**src/rtl/rca_pkg.sv**
```systemverilog
// rca_pkg: shared parameters, helpers and stage types
// for the pipelined ripple-carry adder/subtractor.
package rca_pkg;

    function automatic bit rca_legal(input int w, input int s);
        return (w > 0) && (s > 0) && (w % s == 0);
    endfunction

    function automatic int seg_w(input int w, input int s);
        return (s > 0) ? w / s : 1;
    endfunction

    typedef struct packed {
        logic v;
        logic c;
    } stg_ctl_t;

endpackage

```
**src/rtl/rca_seg.sv**
```systemverilog
// rca_seg: combinational W-bit ripple-carry segment,
// exposing the carry into its MSB for overflow detection.
module rca_seg
    import rca_pkg::*;
#(
    parameter int W = 8
) (
    input  logic [W-1:0] a,
    input  logic [W-1:0] b,
    input  logic         ci,
    output logic [W-1:0] s,
    output logic         co,
    output logic         cmsb
);

    logic [W:0] c;

    always_comb begin
        c    = '0;
        s    = '0;
        c[0] = ci;
        for (int i = 0; i < W; i++) begin
            s[i]   = a[i] ^ b[i] ^ c[i];
            c[i+1] = (a[i] & b[i]) | (c[i] & (a[i] ^ b[i]));
        end
    end

    assign co   = c[W];
    assign cmsb = c[W-1];

endmodule

```
**src/rtl/rca_pipe.sv**
```systemverilog
// rca_pipe: STAGES-deep pipelined ripple adder/subtractor
// with valid/ready on both sides and collapsing bubbles.
module rca_pipe
    import rca_pkg::*;
#(
    parameter int WIDTH  = 32,
    parameter int STAGES = 4
) (
    input  logic             clk,
    input  logic             rst,
    input  logic             in_valid,
    output logic             in_ready,
    input  logic [WIDTH-1:0] a,
    input  logic [WIDTH-1:0] b,
    input  logic             sub,
    input  logic             cin,
    output logic             out_valid,
    input  logic             out_ready,
    output logic [WIDTH-1:0] sum,
    output logic             cout,
    output logic             ovf
);

    localparam int SEG = seg_w(WIDTH, STAGES);
    localparam int N   = STAGES;

    if (!rca_legal(WIDTH, STAGES)) begin : g_bad
        $error("rca_pipe: STAGES must divide WIDTH");
    end

    logic [WIDTH-1:0] bx;
    logic [N-1:0]     vld;
    logic [N-1:0]     adv;
    logic             cm_q;

    assign bx = b ^ {WIDTH{sub}};

    // A stage advances if the consumer takes or any stage at/after it is empty.
    always_comb begin : p_adv
        logic e;
        adv = '0;
        for (int k = 0; k < N; k++) begin
            e = out_ready;
            for (int j = k; j < N; j++) begin
                e = e | ~vld[j];
            end
            adv[k] = e;
        end
    end

    for (genvar k = 0; k < N; k++) begin : g
        localparam int RW = (k + 1) * SEG;

        logic [SEG-1:0] sa;
        logic [SEG-1:0] sb;
        logic [SEG-1:0] s;
        logic           ci;
        logic           co;
        logic           vin;
        logic [RW-1:0]  rin;
        logic [RW-1:0]  res;
        stg_ctl_t       q;

        if (k == 0) begin : g_src
            assign sa  = a[SEG-1:0];
            assign sb  = bx[SEG-1:0];
            assign ci  = sub | cin;
            assign vin = in_valid;
            assign rin = s;
        end else begin : g_src
            assign sa  = g[k-1].g_hi.ah[SEG-1:0];
            assign sb  = g[k-1].g_hi.bh[SEG-1:0];
            assign ci  = g[k-1].q.c;
            assign vin = g[k-1].q.v;
            assign rin = {s, g[k-1].res};
        end

        if (k == N - 1) begin : g_seg
            logic cm_d;
            rca_seg #(.W(SEG)) u_seg (
                .a   (sa),
                .b   (sb),
                .ci  (ci),
                .s   (s),
                .co  (co),
                .cmsb(cm_d)
            );
            always_ff @(posedge clk or posedge rst) begin
                if (rst) begin
                    cm_q <= 1'b0;
                end else if (adv[k] && vin) begin
                    cm_q <= cm_d;
                end
            end
        end else begin : g_seg
            logic unused_cm;
            rca_seg #(.W(SEG)) u_seg (
                .a   (sa),
                .b   (sb),
                .ci  (ci),
                .s   (s),
                .co  (co),
                .cmsb(unused_cm)
            );
        end

        if (k < N - 1) begin : g_hi
            localparam int HW = WIDTH - RW;
            logic [HW-1:0] an;
            logic [HW-1:0] bn;
            logic [HW-1:0] ah;
            logic [HW-1:0] bh;

            if (k == 0) begin : g_in
                assign an = a[WIDTH-1:SEG];
                assign bn = bx[WIDTH-1:SEG];
            end else begin : g_in
                assign an = g[k-1].g_hi.ah[HW+SEG-1:SEG];
                assign bn = g[k-1].g_hi.bh[HW+SEG-1:SEG];
            end

            always_ff @(posedge clk or posedge rst) begin
                if (rst) begin
                    ah <= '0;
                    bh <= '0;
                end else if (adv[k] && vin) begin
                    ah <= an;
                    bh <= bn;
                end
            end
        end

        always_ff @(posedge clk or posedge rst) begin
            if (rst) begin
                q   <= '0;
                res <= '0;
            end else if (adv[k]) begin
                q.v <= vin;
                if (vin) begin
                    q.c <= co;
                    res <= rin;
                end
            end
        end

        assign vld[k] = q.v;
    end

    assign in_ready  = adv[0];
    assign out_valid = vld[N-1];
    assign sum       = g[N-1].res;
    assign cout      = g[N-1].q.c;
    assign ovf       = cm_q ^ g[N-1].q.c;

endmodule

```
**config.mk**
```make
export PLATFORM = sky130hd
export DESIGN_NAME = rca_pipe
export DESIGN_NICKNAME = d
export VERILOG_FILES = /design/src/rtl/rca_pkg.sv /design/src/rtl/rca_seg.sv /design/src/rtl/rca_pipe.sv
export SDC_FILE = /design/constraint.sdc
export NUM_CORES = 1
export LEC_CHECK = 0
export CORE_MARGIN = 3
export CORE_UTILIZATION = 42
export CTS_CLUSTER_SIZE = 40
export DETAILED_ROUTE_END_ITERATION = 7
export DONT_BUFFER_PORTS = 1
export RECOVER_POWER = 100
export SLEW_MARGIN = 10
export SYNTH_ARGS = -nofsm -noshare
export SYNTH_HDL_FRONTEND = slang
export SYNTH_SLANG_ARGS = --single-unit
```
**constraint.sdc**
```tcl
create_clock -name clk -period 11.35 [get_ports clk]
set_clock_uncertainty 0.05 [all_clocks]
set_input_delay 2.27 -clock clk [delete_from_list [all_inputs] [get_ports clk]]
set_output_delay 2.27 -clock clk [all_outputs]
set_load 0.03 [all_outputs]
```
==> metrics.csv <==
stage,metric,value,unit
floorplan,die_w,144.3,um
power_and_ir_drop,ir_worst_vdd,0.1083,mV
critical_path,critPathSlowestCell,fa_1,
sta,setup_viol,0,
power_and_ir_drop,p_leak,3.783,nW
clocking,clk_path_buf_depth,2,
synthesis,yosysSeqAreaShare,0.5765,
synthesis,synth_cell_types,28,
grt,antenna_found_initial,0,
drt,dr.first_iter.drc_count,119,
sta,tns,0,ns
clocking,cts_resized,0,
cells_and_area,syn2layout_area_growth,8.897,%
floorplan,dieArea,0.02082,mm2
critical_path,path_class,primary input to flop,
drt,dr.pass1.iters,4,
synthesis,synth_largest_area_cell,dfrtp_1,
sta,finalCriticalPeriod,5.667,ns
cells_and_area,utilization,0.4754,
critical_path,slowest_delay,0.43,ns
floorplan,dieHeight,144.3,um
sta,grt_setup_unrepaired,no,
clocking,ctsHtreeMaxLevel,4,
cells_and_area,layout.nets,629,
synthesis,synth_area_leaders,"dfrtp_1 58%, mux2_2 19%, fa_1 8.0%",
critical_path,crit_family,adder cells,
grt,grt_overflow,0,
drt,drc,0,
critical_path,worstPathArrival,5.92,ns
critical_path,cp_common_cell,fa_1,
floorplan,core_area,0.01839,mm2
sta,slew_viol_final,288,
grt,track_usage,0.1520,
grt,grt_pass1_vias,4411,
clocking,cts_num_sinks,185,
drt,drtAntennaViolNets,0,
cells_and_area,num_antenna_cells,0,
drt,wl_per_cell,18.96,um
clocking,cts_buffers,17,
synthesis,netlist_instances,527,
hold_path,min_path_type,flop to flop,
critical_path,path_buf_inv,3,
sta,finalHoldViolations,0,
clocking,holdBufCountCts,0,
clocking,cts_tree,done,
critical_path,cp_cell_sequence,"xnor2_1, fa_1, inv_1, fa_1, inv_1, fa_1, fa_1, fa_1, fa_1, fa_1, inv_1, fa_1, mux2_2",
drt,vias_per_cell,5.116,
grt,grt_max_degree,113,
cells_and_area,stdcell_area,0.008745,mm2
clocking,clock_latency,0.43,ns
critical_path,cp-end-kind,flop,
drt,vias,3929,
sta,fin_ws,5.683,ns
critical_path,start_kind,primary input,
drt,wl,14560,um
synthesis,syn_area_per_cell,15.24,um2
sta,finalHoldWorstSlack,0.4320,ns
placed_design,portBuffers,0,
synthesis,synth_area,0.008030,mm2
floorplan,start_util,0.4366,
cells_and_area,drive_gt1_frac,0.3080,
clocking,path_clk_slew,0.06,ns
clocking,post_cts_buffers,0,
placed_design,gp_routability_congestion,0.7063,
placed_design,place_ws,5.218,ns
placed_design,place_inst,737,
synthesis,synth_seq_cells,185,
outcome,status,"complete, but fails checks",
placed_design,place_hpwl,9483,um
flow_run,maxCapViolations,5,
cells_and_area,final_cells,768,
sta,fmax,176.5,MHz
sta,slew_headroom,-2.262,
synthesis,synthesis.nets,629,
outcome,failed_checks,"max-capacitance violations, max-slew violations",
sta,fin_crit_sh,0.4993,
synthesis,synth_top_area_frac,0.5765,
power_and_ir_drop,fin_total_pwr,2.285,mW
grt,grt_pass1_wl,23940,um
placed_design,placed_cell_area,0.008225,mm2
critical_path,required,11.60,ns
critical_path,cp_max_fo,33,
floorplan,rows,49,
power_and_ir_drop,p_per_area,261.3,mW/mm2
clocking,cts-root-buf,clkbuf_16,
floorplan,io_pins,106,
synthesis,ys_warn_count,0,
sta,tightestPinTransition,4.893,ns
worst register-to-register path: stages, from the launching register on:
cell,delay (ns)
dfrtp_1,0.54
and4b_1,0.43
a21oi_4,0.20
clkbuf_1,2.53
mux2_2,0.53
where the power goes:
part	internal [mW]	switching, mW
sequential	0.900	0.270
clock	0.364	0.253
combinational	0.287	0.210
total	1.55	0.734
logic make-up (layout without fill, tap and decap cells):
group	Yosys count	count (layout)	synth area share
adder cells (fa/ha/maj)	32	32	0.07978
multiplexers	164	164	0.2379
AO/OA/AOI/OAI	27	27	0.01885
buffers and inverters	64	76	0.03693
AND/OR/NAND/NOR	22	22	0.01402
flip-flops	185	185	0.5765
XOR/XNOR	33	33	0.03599
layout make-up:
class | instances | area (um2)
Fill cell | 1629 | 9648
Sequential cell | 185 | 4629
Multi-Input combinational cell | 278 | 3042
Clock buffer | 21 | 470.5
Tap cell | 229 | 286.5
Inverter | 42 | 158.9
Clock inverter | 10 | 142.6
Timing Repair Buffer | 3 | 15.01
registers in the layout, summed over array words and instances, names as in the netlist:
name and cells:
g.g_hi.ah 48, g.g_hi.bh 48, cm_q 1, cout 1, out_valid 1, g.vin 3, g.res 48, g.ci 3
sum 32
metal layers:
layer  up-vias  wire (um)  global-route usage
met4         0        188             0.05007
li1       1759          -                   -
met2        84       7244              0.2501
met5         -          0                   0
met1      2074       6299              0.1898
met3        12        831             0.05159
worst paths after layout:
path,start,end,slack [ns],cells past startpoint
setup / recovery,sub,g[0].res[7]$_DFFE_PP0P_,5.68,13
hold / removal,g[0].g_hi.bh[12]$_DFFE_PP0P_,g[0].g_hi.bh[12]$_DFFE_PP0P_,0.43,1
setup reg to reg,out_valid$_DFFE_PP0N_,g[0].g_hi.ah[8]$_DFFE_PP0P_,6.96,4
hold reg to reg,g[0].g_hi.bh[12]$_DFFE_PP0P_,g[0].g_hi.bh[12]$_DFFE_PP0P_,0.43,1
max in group asynchronous,rst,g[1].res[11]$_DFFE_PP0P_,5.69,2
min in group asynchronous,rst,g[0].g_hi.ah[21]$_DFFE_PP0P_,3.11,1
synthesized netlist by cell type:
cell type / count
o21ai_0: 18
and4b_1: 1
nor2_1: 2
nand3b_1: 1
buf_4: 5
nand4b_1: 1
clkbuf_1: 2
clkinv_1: 1
a31oi_1: 2
a21oi_1: 2
mux2i_1: 9
nand2_1: 9
mux2_1: 3
o22ai_1: 2
xnor2_1: 8
fa_1: 32
dfrtp_1: 185
buf_2: 12
nor2_2: 1
nand2b_1: 3
buf_6: 3
inv_1: 41
mux2_2: 132
a21oi_2: 1
o22a_1: 2
xor2_1: 25
mux2_4: 20
nand3_1: 4
layout by cell type, fill, tap and decap left out, drive strengths merged:
cell        n
clkbuf     23
buf         1
nor2        3
o21ai      18
nand4b      1
inv        41
nand2b      3
mux2      155
and4b       1
clkinvlp    5
xnor2       8
a21oi       3
xor2       25
dfrtp     185
nand2       9
mux2i       9
o22a        2
fa         32
clkinv      3
a31oi       2
nand3b      1
nand3       4
bufinv      3
o22ai       2
No activity file was read; power rests on OpenSTA's default activity.
